**src/rtl/serial_paralelo_rx_if.sv**
```systemverilog
// Bus bundle for serial_paralelo_rx: serial input, byte output and link/debug status.
// byte_cnt exists only when SP_BYTE_CNT_EN is defined.
interface serial_paralelo_rx_if;
    // valid_out has no ready: data_out is a fresh byte for the 8 cycles valid_out is high,
    // and the consumer must take it within that window.
    logic       data_in;
    logic [7:0] data_out;
    logic       valid_out;
    logic       active;
    logic [1:0] state;
    logic [3:0] com_cnt;
`ifdef SP_BYTE_CNT_EN
    logic [15:0] byte_cnt;
`endif

    // master: upstream serial source / observer; slave: the receiver itself
    modport master (
        output data_in,
        input  data_out,
        input  valid_out,
        input  active,
        input  state,
        input  com_cnt
`ifdef SP_BYTE_CNT_EN
        ,
        input  byte_cnt
`endif
    );

    modport slave (
        input  data_in,
        output data_out,
        output valid_out,
        output active,
        output state,
        output com_cnt
`ifdef SP_BYTE_CNT_EN
        ,
        output byte_cnt
`endif
    );
endinterface

```
**src/rtl/serial_paralelo_rx.sv**
```systemverilog
// Serial-to-parallel receiver: hunts for COM alignment, locks after COM_LOCK COMs, emits data bytes.
// Optional feature macro: SP_BYTE_CNT_EN adds a 16-bit delivered-byte counter.
module serial_paralelo_rx #(
    parameter logic [7:0] COM_BYTE = 8'hBC,
    parameter int         COM_LOCK = 4
) (
    input  logic                 clk_32f,
    input  logic                 reset,
    serial_paralelo_rx_if.slave  bus
);

    typedef enum logic [1:0] {
        SEARCH = 2'd0,
        ALIGN  = 2'd1,
        ACTIVE = 2'd2
    } state_t;

    localparam logic [3:0] LOCK_CNT = 4'(COM_LOCK);

    state_t     state_q, state_n;
    logic [7:0] sr_q;
    logic [2:0] bit_cnt_q, bit_cnt_n;
    logic [3:0] com_cnt_q, com_cnt_n;
    logic [7:0] data_q, data_n;
    logic       valid_q, valid_n;
    logic [7:0] window;
    logic       is_com;
    logic       boundary;
    logic [3:0] com_cnt_inc;
`ifdef SP_BYTE_CNT_EN
    logic [15:0] byte_cnt_q, byte_cnt_n;
`endif

    // The byte completing on this edge includes the bit being sampled now.
    assign window      = {sr_q[6:0], bus.data_in};
    assign is_com      = (window == COM_BYTE);
    assign boundary    = (bit_cnt_q == 3'd7);
    assign com_cnt_inc = com_cnt_q + 4'd1;

    always_ff @(posedge clk_32f) begin
        if (reset) begin
            state_q    <= SEARCH;
            sr_q       <= 8'h00;
            bit_cnt_q  <= 3'd0;
            com_cnt_q  <= 4'd0;
            data_q     <= 8'h00;
            valid_q    <= 1'b0;
`ifdef SP_BYTE_CNT_EN
            byte_cnt_q <= 16'h0000;
`endif
        end else begin
            state_q    <= state_n;
            sr_q       <= window;
            bit_cnt_q  <= bit_cnt_n;
            com_cnt_q  <= com_cnt_n;
            data_q     <= data_n;
            valid_q    <= valid_n;
`ifdef SP_BYTE_CNT_EN
            byte_cnt_q <= byte_cnt_n;
`endif
        end
    end

    always_comb begin
        state_n    = state_q;
        bit_cnt_n  = bit_cnt_q + 3'd1;
        com_cnt_n  = com_cnt_q;
        data_n     = data_q;
        valid_n    = valid_q;
`ifdef SP_BYTE_CNT_EN
        byte_cnt_n = byte_cnt_q;
`endif
        case (state_q)
            SEARCH: begin
                valid_n   = 1'b0;
                bit_cnt_n = 3'd0;
                // A match at any bit offset defines where the next byte starts.
                if (is_com) begin
                    com_cnt_n = 4'd1;
                    state_n   = (LOCK_CNT == 4'd1) ? ACTIVE : ALIGN;
                end
            end
            ALIGN: begin
                valid_n = 1'b0;
                if (boundary) begin
                    if (is_com) begin
                        com_cnt_n = com_cnt_inc;
                        if (com_cnt_inc == LOCK_CNT) begin
                            state_n = ACTIVE;
                        end
                    end else begin
                        com_cnt_n = 4'd0;
                        state_n   = SEARCH;
                    end
                end
            end
            ACTIVE: begin
                if (boundary) begin
                    if (is_com) begin
                        valid_n = 1'b0;
                    end else begin
                        data_n  = window;
                        valid_n = 1'b1;
`ifdef SP_BYTE_CNT_EN
                        byte_cnt_n = byte_cnt_q + 16'd1;
`endif
                    end
                end
            end
            default: begin
                state_n   = SEARCH;
                com_cnt_n = 4'd0;
                valid_n   = 1'b0;
            end
        endcase
    end

    assign bus.data_out  = data_q;
    assign bus.valid_out = valid_q;
    assign bus.active    = (state_q == ACTIVE);
    assign bus.state     = state_q;
    assign bus.com_cnt   = com_cnt_q;
`ifdef SP_BYTE_CNT_EN
    assign bus.byte_cnt  = byte_cnt_q;
`endif

endmodule

```
**src/flat_wrapper.sv**
```systemverilog
// flat-port wrapper written by rule: the top's interface ports become plain ports
module serial_paralelo_rx_flat 
#(
    parameter logic [7:0] COM_BYTE = 8'hBC,
    parameter int         COM_LOCK = 4
)
  (clk_32f, reset, bus_data_in, bus_data_out, bus_valid_out, bus_active, bus_state, bus_com_cnt);
  serial_paralelo_rx_if bus_i ();
  input  logic clk_32f;
  input  logic reset;
  input wire logic [$bits(bus_i.data_in)-1:0] bus_data_in;
  output wire logic [$bits(bus_i.data_out)-1:0] bus_data_out;
  output wire logic [$bits(bus_i.valid_out)-1:0] bus_valid_out;
  output wire logic [$bits(bus_i.active)-1:0] bus_active;
  output wire logic [$bits(bus_i.state)-1:0] bus_state;
  output wire logic [$bits(bus_i.com_cnt)-1:0] bus_com_cnt;
  assign bus_i.data_in = bus_data_in;
  assign bus_data_out = bus_i.data_out;
  assign bus_valid_out = bus_i.valid_out;
  assign bus_active = bus_i.active;
  assign bus_state = bus_i.state;
  assign bus_com_cnt = bus_i.com_cnt;
  serial_paralelo_rx #(.COM_BYTE(COM_BYTE), .COM_LOCK(COM_LOCK)) u_core (.clk_32f(clk_32f), .reset(reset), .bus(bus_i));
endmodule
```
**config.mk**
```make
export PLATFORM = sky130hd
export DESIGN_NAME = serial_paralelo_rx_flat
export DESIGN_NICKNAME = d
export VERILOG_FILES = /design/src/rtl/serial_paralelo_rx_if.sv /design/src/rtl/serial_paralelo_rx.sv /design/src/flat_wrapper.sv
export SDC_FILE = /design/constraint.sdc
export NUM_CORES = 1
export LEC_CHECK = 0
export ABC_CLOCK_PERIOD_IN_PS = 3900
export BUFFER_PORTS_ARGS = -buffer_cell sky130_fd_sc_hd__buf_2
export CORE_ASPECT_RATIO = 1.5
export CORE_MARGIN = 3
export CORE_UTILIZATION = 55
export DETAILED_ROUTE_END_ITERATION = 10
export PLACE_DENSITY = 0.78
export SYNTH_ARGS = -nofsm -noshare
export SYNTH_HDL_FRONTEND = slang
export SYNTH_SLANG_ARGS = --single-unit
```
**constraint.sdc**
```tcl
create_clock -name clk_32f -period 3.9 [get_ports clk_32f]
set_input_delay 0.195 -clock clk_32f [delete_from_list [all_inputs] [get_ports clk_32f]]
set_output_delay 0.195 -clock clk_32f [all_outputs]
set_load 0.01 [all_outputs]
```
==> flow_summary.ini <==
[finish]
antenna_cells = 0
multi_input_area_um2 = 568
final_area_um2 = 1210
regArea_um2 = 500
layout-drive-gt1-share = 0.188
fillers = 164
final_core_util = 0.655
area_growth_pct = 10.2
nets = 136

[setup_path]
critPathMaxStageDelay_ps = 460
worstPathRequired_ps = 4100
critPathMaxFanout = 12
cp_slowest_cell = o211a_1
worstReg2RegStart = u_core.bit_cnt_q[0]
worstSetupEndpoint = u_core.bus.data_out[3]
reg2reg_depth = 5
cp-startpoint = u_core.bit_cnt_q[0]
cp_cell_sequence = ha_1, ha_1, o211a_1, mux2i_1, nor2_1
critPathCaptureType = flop
critPathKind = reg2reg
regToRegEndpoint = u_core.bus.data_out[3]
path_buf_inv = 0
crit_family = adder cells
path_depth = 5
cp_data_arrival_time_ps = 1990
crit_top_cell = ha_1
r2r_slack_ps = 2100
worstSetupStartpointType = flop

[synth]
ys_warn_count = 0
ys_ff_latch = 25
syn-num-nets = 119
synthCells = 112
ys_seq_area_frac = 0.454
syn-cell-area_um2 = 1100
ys_types = 33
postSynthAreaPerCell_um2 = 9.84

[sta]
finalCriticalPeriod_ps = 1800
rsz0062_at_grt = false
fin_skew_ps = 10.6
slew_viol_final = 0
setup_viol = 0
period_share = 0.460
tightest_slew_ps = 451
hold_viol = 0
setup_tns_ps = 0
clock.fmax_mhz = 557
relSlewSlack = 0.699

[grt]
grt_overflow = 0
grt_antenna_before_repair = 0
grt_first_pass_wirelength_mm = 3.72
grt_pass1_vias = 837
grt.total_usage = 0.186
grt_max_degree = 26

[floorplan]
initial_core_util = 0.594
io_pins = 19
chipHeight_um = 60.8
die_w_um = 42.6
die_area_um2 = 2590
std_cell_rows = 19
core_um2 = 1850

[placed_design]
dpl_cell_area_um2 = 1180
dp_hpwl_mm = 1.57
io_buffers = 18
gp_congestion = 0.773

[power_and_ir_drop]
powerDensity_nw_per_um2 = 320
ir_drop_v = 0.000261
finalPower_mw = 0.389
leakagePower_nw = 0.514

[detailed_routing]
wirelength_mm = 2.10
drtPass1Iterations = 4
postRouteAntennaNets = 0
drt_iter0_markers = 15
vias = 851
drc = 0
routedWlPerCell_um = 14.1
vias_per_cell = 5.71

[clock_tree]
cts_buffers = 3
clk_latency_ps = 320
clockRootBuffer = clkbuf_4
cts_resized = 0
path_clk_slew_ps = 140
post_cts_buffers = 0
cts.sinks = 25
hold_buffers = 0
cts_tree = yes
htreeDepth = 1
cts_buffer_depth = 2

[run_status]
status = finished, final reports clean

[min_path]
holdCritPathClass = in2reg

[flow_run]
maxCapViolations = 0
## how the worst min path moves through the flow
stage                                   start             endpoint  slack (ps)  depth (start not counted)
after global routing              bus_data_in       u_core.sr_q[0]         150                          2
after global placement    u_core.bit_cnt_q[0]  u_core.bit_cnt_q[0]         410                          1
after detailed placement          bus_data_in       u_core.sr_q[0]         460                          2
final                             bus_data_in       u_core.sr_q[0]         130                          2
after CTS                         bus_data_in       u_core.sr_q[0]         130                          2
after floorplan                         reset       u_core.sr_q[6]         270                          1
## synthesized netlist by cell type
cell       count  share of area
nand4bb_1      1          0.010
a31oi_1        1         0.0057
nor4b_1        2          0.016
o311ai_1       2          0.016
buf_2          3          0.014
o21ai_1        1         0.0045
a21o_1         2          0.014
nand2_1        3          0.010
and4bb_1       1          0.011
a211o_1        1         0.0079
o211ai_1       1         0.0068
nand2b_1       4          0.023
nor2b_1       11          0.062
nand4b_1       2          0.016
dfxtp_1       25           0.45
nor3b_1        2          0.014
and4b_1        1         0.0091
nor3_2         1         0.0091
mux2i_1        9          0.082
o31ai_2        1          0.011
nor2_1        12          0.041
nor3_1         2         0.0091
nand4_1        2          0.011
ha_1           4          0.045
and2_1         3          0.017
a21oi_1        4          0.018
clkbuf_1       2         0.0068
nand3_1        2         0.0091
o21ai_0        3          0.014
buf_6          1          0.010
o21bai_1       1         0.0068
o211a_1        1         0.0091
o21a_1         1         0.0068
## routing by layer
metal | up-vias | global-route usage | routed length (um)
met4 | 0 | 0.0844 | 17
met3 | 2 | 0.0178 | 69
li1 | 428 | - | -
met2 | 16 | 0.342 | 1110
met1 | 405 | 0.218 | 903
met5 | - | 0 | 0
## report_power, final
group / internal, mW / total [mW] / switching [mW]
Combinational: 0.00508 / 0.0114 / 0.00633
Clock: 0.0391 / 0.116 / 0.0766
Sequential: 0.258 / 0.261 / 0.00334
## registers in the layout, indices dropped and copies added (netlist names)
signal / cells
u_core.bit_cnt_q: 3
u_core.bus.valid_out: 1
u_core.bus.data_out: 8
u_core.bus.state: 2
u_core.sr_q: 7
u_core.bus.com_cnt: 4
## worst register-to-register path, stage by stage, from the launching register on
cell,delay [ps]
dfxtp_1,380
ha_1,160
ha_1,360
o211a_1,470
mux2i_1,240
nor2_1,60
## placed cells by master (no fill, tap or decap), drive strengths merged, types with 2 or more instances in the layout
cell and instances:
nor2b 11, nor3 3, ha 4, nand2b 4
nand2 3, o311ai 2, a21oi 4, nor2 12
mux2i 9, nand4 2, nand4b 2, a21o 2
nand3 2, buf 18, dfxtp 25, o21ai 4
nor4b 2, nor3b 2, clkbuf 3, and2 3
## kinds of logic (layout without fill, tap and decap cells)
kind of cell | Yosys count | in the layout | synth area share
AO/OA/AOI/OAI | 19 | 19 | 0.120
adder cells (fa/ha/maj) | 4 | 4 | 0.0454
buffers and inverters | 6 | 22 | 0.0306
flip-flops | 25 | 25 | 0.454
multiplexers | 9 | 9 | 0.0817
AND/OR/NAND/NOR | 49 | 49 | 0.268
## stage by stage
stage | setup slack [ps] | std cells | hold WS, ps
2_1_floorplan | 2550 | 112 | 267
3_3_place_gp | 2230 | 145 | 414
3_5_place_dp | 2140 | 145 | 462
4_1_cts | 2110 | 149 | 127
5_1_grt | 1980 | 149 | 151
6_report | 2100 | 149 | 135
## area by class of cell
type / count / area share
Sequential cell: 25 / 0.412
Tap cell: 21 / 0.0216
Timing Repair Buffer: 18 / 0.0742
Clock inverter: 1 / 0.00618
Clock buffer: 3 / 0.0185
Multi-Input combinational cell: 81 / 0.468
Note: power is estimated with default switching activity, not from simulation.
